<file path="src/rtl/pool_reduce_param.sv">
// Window pooling unit: reduces one packed window of WIN signed elements to a
// single clamped, narrowed activation using max or average pooling.
// Ports:
//   clk        - rising-edge clock
//   reset      - asynchronous active-high reset, clears all state
//   start_flag - one-cycle pulse, window on `in` and `mode` valid this cycle
//   mode       - 0 = max pool, 1 = average pool (sampled with start_flag)
//   in         - packed window, element 0 in the top IN_W bits
//   out        - {sign, low OUT_W-1 bits} of the clamped result
//   end_flag   - one-cycle pulse, out updated and valid
//   busy       - high while a window is being reduced or clamped
module pool_reduce_param #(
  parameter int unsigned IN_W      = 15,
  parameter int unsigned WIN       = 4,
  parameter int unsigned OUT_W     = 4,
  parameter int          CLAMP_MIN = 0,
  parameter int          CLAMP_MAX = 7
) (
  input  logic                 clk,
  input  logic                 reset,
  input  logic                 start_flag,
  input  logic                 mode,
  input  logic [IN_W*WIN-1:0]  in,
  output logic [OUT_W-1:0]     out,
  output logic                 end_flag,
  output logic                 busy
);

  localparam int unsigned LOGW  = $clog2(WIN);
  localparam int unsigned ACC_W = IN_W + LOGW;
  localparam int unsigned TOP   = IN_W * WIN - 1;

  localparam logic signed [ACC_W-1:0] CMIN = ACC_W'(CLAMP_MIN);
  localparam logic signed [ACC_W-1:0] CMAX = ACC_W'(CLAMP_MAX);

  typedef enum logic [1:0] {
    S_IDLE,
    S_REDUCE,
    S_CLAMP
  } state_e;

  state_e                    state_q;
  logic [IN_W*WIN-1:0]       win_q;
  logic                      mode_q;
  logic signed [ACC_W-1:0]   acc_q;
  logic [LOGW-1:0]           idx_q;
  logic [OUT_W-1:0]          res_q;
  logic                      end_q;
  logic                      busy_q;

  logic signed [ACC_W-1:0]   first_c;
  logic signed [ACC_W-1:0]   elem_c;
  logic signed [ACC_W-1:0]   v_c;

  // Window is consumed from the top: the element under processing always
  // sits in the top IN_W bits of win_q, so no variable indexing is needed.
  always_comb begin
    first_c = {{LOGW{in[TOP]}}, in[TOP -: IN_W]};
    elem_c  = {{LOGW{win_q[TOP]}}, win_q[TOP -: IN_W]};
    v_c     = mode_q ? (acc_q >>> LOGW) : acc_q;
  end

  // Control FSM and datapath registers
  always_ff @(posedge clk or posedge reset) begin
    if (reset) begin
      state_q <= S_IDLE;
      win_q   <= '0;
      mode_q  <= 1'b0;
      acc_q   <= '0;
      idx_q   <= '0;
      res_q   <= '0;
      end_q   <= 1'b0;
      busy_q  <= 1'b0;
    end else begin
      end_q <= 1'b0;
      case (state_q)
        S_IDLE: begin
          if (start_flag) begin
            win_q   <= in << IN_W;
            mode_q  <= mode;
            acc_q   <= first_c;
            idx_q   <= LOGW'(1);
            busy_q  <= 1'b1;
            state_q <= S_REDUCE;
          end
        end
        S_REDUCE: begin
          if (mode_q) begin
            acc_q <= acc_q + elem_c;
          end else if (elem_c > acc_q) begin
            acc_q <= elem_c;
          end
          win_q <= win_q << IN_W;
          idx_q <= idx_q + LOGW'(1);
          if (idx_q == LOGW'(WIN - 1)) begin
            state_q <= S_CLAMP;
          end
        end
        S_CLAMP: begin
          // Sign bit kept in the output format even though clamping keeps it 0
          if (v_c <= CMIN) begin
            res_q <= {CMIN[IN_W-1], CMIN[OUT_W-2:0]};
          end else if (v_c >= CMAX) begin
            res_q <= {CMAX[IN_W-1], CMAX[OUT_W-2:0]};
          end else begin
            res_q <= {v_c[IN_W-1], v_c[OUT_W-2:0]};
          end
          end_q   <= 1'b1;
          busy_q  <= 1'b0;
          state_q <= S_IDLE;
        end
        default: begin
          busy_q  <= 1'b0;
          state_q <= S_IDLE;
        end
      endcase
    end
  end

  assign out      = res_q;
  assign end_flag = end_q;
  assign busy     = busy_q;

endmodule

</file>
<file path="config.mk">
export PLATFORM = sky130hd
export DESIGN_NAME = pool_reduce_param
export DESIGN_NICKNAME = d
export VERILOG_FILES = /design/src/rtl/pool_reduce_param.sv
export SDC_FILE = /design/constraint.sdc
export NUM_CORES = 1
export LEC_CHECK = 0
export ABC_AREA = 1
export BUFFER_PORTS_ARGS = -buffer_cell sky130_fd_sc_hd__buf_2
export CAP_MARGIN = 20
export CORE_MARGIN = 2
export CORE_UTILIZATION = 35
export DETAILED_ROUTE_END_ITERATION = 10
export GPL_ROUTABILITY_DRIVEN = 0
export PLACE_DENSITY = 0.62
export SYNTH_ARGS = -nofsm -noshare
export SYNTH_HDL_FRONTEND = slang
export SYNTH_SLANG_ARGS = --single-unit
</file>
<file path="constraint.sdc">
create_clock -name clk -period 2.33 [get_ports clk]
set_input_delay 0.233 -clock clk [delete_from_list [all_inputs] [get_ports clk]]
set_output_delay 0.233 -clock clk [all_outputs]
set_load 0.02 [all_outputs]
</file>
==> results of run 1 <==
## worst max-delay path: stages, from the launching register on
cell and delay (ns):
dfrtp_1 0.47, ha_2 0.43, nand2_1 0.07, nor2_1 0.11, nand2_1 0.07, clkinv_1 0.06, nand4_1 0.10, nand3_1 0.11
nand2_1 0.06, nand3_2 0.07, nand2_4 0.14, buf_12 0.22, nand2_1 0.07, o21ai_2 0.05
## power groups by stage
stage	Clock (W)	Sequential, W	Combinational [W]
floorplan	0	0.00232	0.00511
global placement	0	0.00234	0.00686
detailed placement	0	0.00234	0.00690
CTS	0.00129	0.00233	0.00695
global route	0.00136	0.00241	0.00802
finish	0.00126	0.00234	0.00700
## per-layer routing
layer  up-vias  share of wire (%)  global-route usage, %  wire (um)
met5         -                  0                      0          0
met3        17                5.5                  3.565        748
met2       128                 45                  28.74       6121
met1      2154                 48                  25.52       6550
li1       2491                  -                      -          -
met4         0                2.0                  5.221        267
## Yosys cell counts (2+ instances only)
cell      number
nor2_1        51
nand3_1       50
nand2_4        5
nand4_1        7
buf_12         2
nand2_1      174
nor3_1         6
ha_1          34
o21ai_2        9
inv_2          3
clkbuf_1      19
nand2_2       11
buf_2          7
inv_1        101
o21ai_0      101
dfrtp_1       73
a21oi_1       51
## layout by cell type, fill, tap and decap left out, types with 2 or more instances in the layout
cell,instances
a21oi_1,51
o21ai_2,9
nand2_1,171
nand2_2,14
clkbuf_16,9
o21ai_0,101
ha_1,32
nand2_4,5
nor2_1,50
clkinv_4,2
dfrtp_2,2
buf_2,69
buf_4,23
clkinv_2,3
clkbuf_1,2
inv_2,4
nand3_1,50
ha_2,2
nand4_1,7
inv_1,100
nor3_1,6
buf_12,3
dfrtp_1,71
## cell families after synthesis
kind of cell,synth area share (%)
adders and majority gates,8.758
and+or+nand+nor,26.35
buffers and inverters,10.70
AOI/OAI and AO/OA,18.28
DFF,35.92
## registers in the layout, indices dropped and copies added (netlist names)
signal    cells
end_flag      1
acc_q        17
out           4
idx_q         2
win_q        45
mode_q        1
busy          1
state_q       2
## cell type report
class / count / area [um^2] / area share [%]
clock buffers: 11 / 232.7 / 3.850
repair buffers: 96 / 588.1 / 9.729
inverters: 105 / 394.1 / 6.520
clock inverters: 5 / 32.53 / 0.5382
multi-input cells: 517 / 2738 / 45.29
flip-flops and latches: 73 / 1829 / 30.26
well taps: 184 / 230.2 / 3.809
## repair_timing
item	4_1_cts	5_1_grt
gates resized for setup	0	8
hold buffers	1	0
endpoints found under the setup margin	0	9
buffers inserted	0	1
hold endpoints to repair	19	0
## through the flow
stage | power [W] | util (%) | setup slack, ns | instances | instance area (um^2)
after detailed placement | 0.009235 | 39.98 | 0.1522 | 973 | 5744
after global routing | 0.01179 | 42.07 | 0.003490 | 991 | 6045
final | 0.01060 | 42.07 | 0.1570 | 991 | 6045
after CTS | 0.01056 | 41.89 | 0.08039 | 990 | 6020
after floorplan | 0.007437 | - | 0.2437 | 724 | 5086
after global placement | 0.009198 | 39.98 | 0.1412 | 973 | 5744
## path summary, 6_finish.rpt
kind | startpoint | endpoint | cells after the start
setup reg to reg | win_q[59]$_DFFE_PP0P_ | acc_q[5]$_DFFE_PP0P_ | 13
min in group asynchronous | reset | win_q[26]$_DFFE_PP0P_ | 4
hold / removal | in[4] | win_q[19]$_DFFE_PP0P_ | 3
hold reg to reg | busy$_DFFE_PP0P_ | busy$_DFFE_PP0P_ | 2
max in group asynchronous | reset | acc_q[0]$_DFFE_PP0P_ | 4
setup / recovery | win_q[59]$_DFFE_PP0P_ | acc_q[5]$_DFFE_PP0P_ | 13
==> metrics, run 1 <==
result of the run complete, no violations; Netlist Area Pre-Place 5086 um^2; initial antenna violation count 0; data arrival time of the critical path 2.39 ns; Port Buf Inserts 69; x dimension of the die 124.5 um; DRC Markers 0; maximum clock rate 460.2 MHz; synth top area cells dfrtp_1 36%, nand2_1 13%, o21ai_0 9.9%, ha_1 8.4%, inv_1 7.5%; flip-flop and latch count after synthesis 73; core region area 14370 um^2; overall die area 15510 um^2; warnings from Yosys 0; count of antenna diodes in the layout 0; required time at the worst-slack endpoint 2.55 ns; Starting DRT DRC Count 373; number of standard-cell rows in the floorplan 44; Flop pwr share 22.0%; VDD IR-drop max 1033 uV; setup slack on the worst flop-to-flop path 0.16 ns; final count of hold timing violations 0; top cell type's share of synthesized area 35.92%; setup repair after global routing missed its margin no; Startpoint Class flop; Root Buffer clkbuf_16; clock share of power 11.9%; area added between synthesis and finish 18.84%; sequential-to-total area share from yosys stat 35.92%; worst clock skew 0.005428 ns; number of vias per cell 4.834; class of the tightest hold or removal check in -> reg; clock tree from TritonCTS done; Syn Nets 823; TNS Setup 0 ns; cells after synthesis 724; number of sinks handled by clock tree synthesis 73; Post-synth ARST share 100.0%; kind of end point of the critical path flop; Routed WL per cell 13.81 um; wire length of the first global-routing pass 23.06 mm; final net count 901; Final Max Tran Viols 0; clock buffers created by TritonCTS 9; Post-DRT Antenna Nets 0; tightest hold margin 0.1277 ns; Avg Inst Size Synth 7.025 um^2; effective utilization at floorplan 35.40%; Internal Pwr Total 0.005111 W; largest driver fanout on the critical path 12; fraction of power consumed by combinational cells 66.1%; main flop type after synthesis dfrtp_1; number of synthesized flops with an enable pin 0; IO Count 70; insertion delay of the later-clocked pin in the worst-skew pair 0.34 ns; Remaining Overflow, GRT 0; fraction of final layout cells with drive strength greater than 1 18.71%; depth of the CTS H-tree 3; number of inserted filler cells in the final layout 1477; number of setup violations in the final report 0; die height 124.5 um; number of max-capacitance violations reported 0; total leakage power 3.172 nW; actual slew at the worst max-slew pin 1.018 ns; number of global-route vias before repair 4599; worst rel slew slack 32.03%; number of vias in the routed layout 4790; sw frac 51.78%; minimum period implied by the final worst setup slack 2.173 ns; number of optimization iterations in the first detailed-route pass 5; final worst path period share 93.26%; library cell occupying the most area in the post-synthesis netlist dfrtp_1; overall global routing resource usage 18.24%; Critical Setup Path Class reg -> reg; total half-perimeter wirelength after legalization and detailed placement 9.856 mm; final routed wirelength across all metal layers 13.69 mm; pin count of the biggest net entering global routing 74; power density of the placed cells 1754 nW/um^2; Cell variety after synth 37; Clock Tree Buf Depth 2; clock-pin slew of the registers on the worst-case setup and hold paths 0.06 ns; Sw Pwr 0.005489 W
Power figures use the tool's default switching activity.
==> run 2, diff against run 1 <==
Settings changed: CORE_ASPECT_RATIO from default to 0.6.
==> run 2 against run 1 <==
Cell area rose by 2.2%. First-iteration DRC count is 3.5% higher. Critical path depth decreased by 2. Highest routed layer unchanged.
==> metrics, run 2 (synthesized netlist as in run 1, its figures left out) <==
die height 97.38 um; Post-DRT Antenna Nets 0; Worst Path Buf+Inv 1; worst flop-to-flop path endpoint acc_q[6]$_DFFE_PP0P_; register containing the most flip-flops in the final layout win_q; total cell area at the placement stage 5804 um^2; DRC Markers 0; required time at the worst-slack endpoint 2.60 ns; setup slack on the worst flop-to-flop path 0.14 ns; final worst path period share 94.00%; depth of the CTS H-tree 3; Startpoint Class flop; area added between synthesis and finish 21.43%; number of optimization iterations in the first detailed-route pass 5; TNS Setup 0 ns; final routed wirelength across all metal layers 15.54 mm; most repeated library cell on the critical path nand2_1; cell type of the slowest stage on the worst timing path dfrtp_2; core region area 14340 um^2; result of the run complete, no violations; pre-CTS setup slack 0.1175 ns; number of standard-cell rows in the floorplan 34; final core utilization 43.08%; data arrival time of the critical path 2.46 ns; number of vias in the routed layout 4963; fraction of final layout cells with drive strength greater than 1 19.68%; most common cell after layout, fill and taps aside nand2_1; minimum period implied by the final worst setup slack 2.190 ns; overall die area 15540 um^2; final net count 907; count of antenna diodes in the layout 0; clock tree from TritonCTS done; Remaining Overflow, GRT 0; final count of hold timing violations 0; actual slew at the worst max-slew pin 0.5744 ns; Starting DRT DRC Count 386; max FFs per register 45; finished layout cell area 6176 um^2; clock buffers created by TritonCTS 9; most used cells in the layout excluding fill and tap cells 170 x nand2_1, 101 x o21ai_0, 100 x inv_1; worst rel slew slack 61.47%; Port Buf Inserts 69; beginning of the worst register-to-register path win_q[59]$_DFFE_PP0P_; number of inserted filler cells in the final layout 1503; worst clock skew 0.01032 ns; setup slack after layout 0.1397 ns; initial antenna violation count 0; Routed WL per cell 15.37 um; cell family contributing the most delay on the critical path simple AND/OR/NAND/NOR gates; worst min-delay path startpoint in[4]; kind of end point of the critical path flop; Clock Tree Buf Depth 2; number of max-capacitance violations reported 0; insertion delay of the later-clocked pin in the worst-skew pair 0.34 ns; x dimension of the die 159.6 um; worst hold path endpoint win_q[19]$_DFFE_PP0P_; clock-pin slew of the registers on the worst-case setup and hold paths 0.07 ns; maximum clock rate 456.6 MHz; cell-by-cell listing of the critical path ha_1 -> a21oi_1 -> o21ai_0 -> nor2_1 -> nand3_1 -> nand2_1 -> nand3_2 -> nand2_4 -> buf_12 -> nand2_1 -> o21ai_2; depth of the most critical reg-to-reg path 11; effective utilization at floorplan 35.48%; Root Buffer clkbuf_16; setup repair after global routing missed its margin no; Final Max Tran Viols 0; slowest cell delay on critical path 0.48 ns; IO Count 70; number of vias per cell 4.909; total half-perimeter wirelength after legalization and detailed placement 11.73 mm; wire length of the first global-routing pass 25.23 mm; class of the tightest hold or removal check in -> reg; number of sinks handled by clock tree synthesis 73; overall global routing resource usage 20.65%; pin count of the biggest net entering global routing 74; largest driver fanout on the critical path 15; number of setup violations in the final report 0; Critical Setup Path Class reg -> reg; cell depth of the worst min-delay path 3; number of global-route vias before repair 4623
==> run 2: final cells by class <==
type | count | area (um^2) | share of cell area, %
clock buffer | 9 | 225.2 | 3.647
timing repair buffer | 102 | 645.6 | 10.45
multi-input combinational | 517 | 2748 | 44.49
clock inverter | 7 | 85.08 | 1.378
tap | 198 | 247.7 | 4.011
sequential | 73 | 1831 | 29.64
inverter | 105 | 394.1 | 6.382
==> run 2: worst register-to-register path, cell delays in order (launching register included) <==
cell and delay (ns):
dfrtp_2 0.48, ha_1 0.38, a21oi_1 0.16, o21ai_0 0.14
nor2_1 0.21, nand3_1 0.11, nand2_1 0.08, nand3_2 0.08
nand2_4 0.14, buf_12 0.19, nand2_1 0.09, o21ai_2 0.05
==> run 2: stage by stage <==
stage	hold slack [ns]	instances
after global placement	0.3500	991
after floorplan	0.3799	724
after detailed placement	0.3511	991
after global routing	0.1274	1011
after CTS	0.1123	1008
final	0.1206	1011
==> run 2: how the worst max path moves through the flow <==
stage / from / to / depth (start not counted) / slack, ns
after floorplan: reset / acc_q[0]$_DFFE_PP0P_ / 1 / 0.24
after global placement: acc_q[14]$_DFFE_PP0P_ / acc_q[5]$_DFFE_PP0P_ / 14 / 0.09
after detailed placement: acc_q[14]$_DFFE_PP0P_ / acc_q[6]$_DFFE_PP0P_ / 14 / 0.12
after CTS: win_q[59]$_DFFE_PP0P_ / acc_q[6]$_DFFE_PP0P_ / 13 / 0.1
after global routing: acc_q[0]$_DFFE_PP0P_ / acc_q[14]$_DFFE_PP0P_ / 15 / 0.006
final: win_q[59]$_DFFE_PP0P_ / acc_q[6]$_DFFE_PP0P_ / 11 / 0.14
==> run 2: per-layer routing <==
metal / part of all wire (%) / GRT usage, % / vias up
li1: - / - / 2501
met1: 53 / 33.65 / 2292
met2: 39 / 27.54 / 158
met3: 7.4 / 4.097 / 12
met4: 0.73 / 3.846 / 0
met5: 0 / 0 / -
==> run 2: repair_timing <==
| action | 4_1_cts | 5_1_grt |
|---|---|---|
| hold endpoints to repair | 20 | 0 |
| gates resized for setup | 0 | 10 |
| setup buffers | 0 | 3 |
| hold buffers | 1 | 0 |
| endpoints found under the setup margin | 0 | 16 |
Power of run 2 is left out: the tool's default activity adds up to more than one toggle a clock period on the data nets, which glitch-free logic cannot reach.
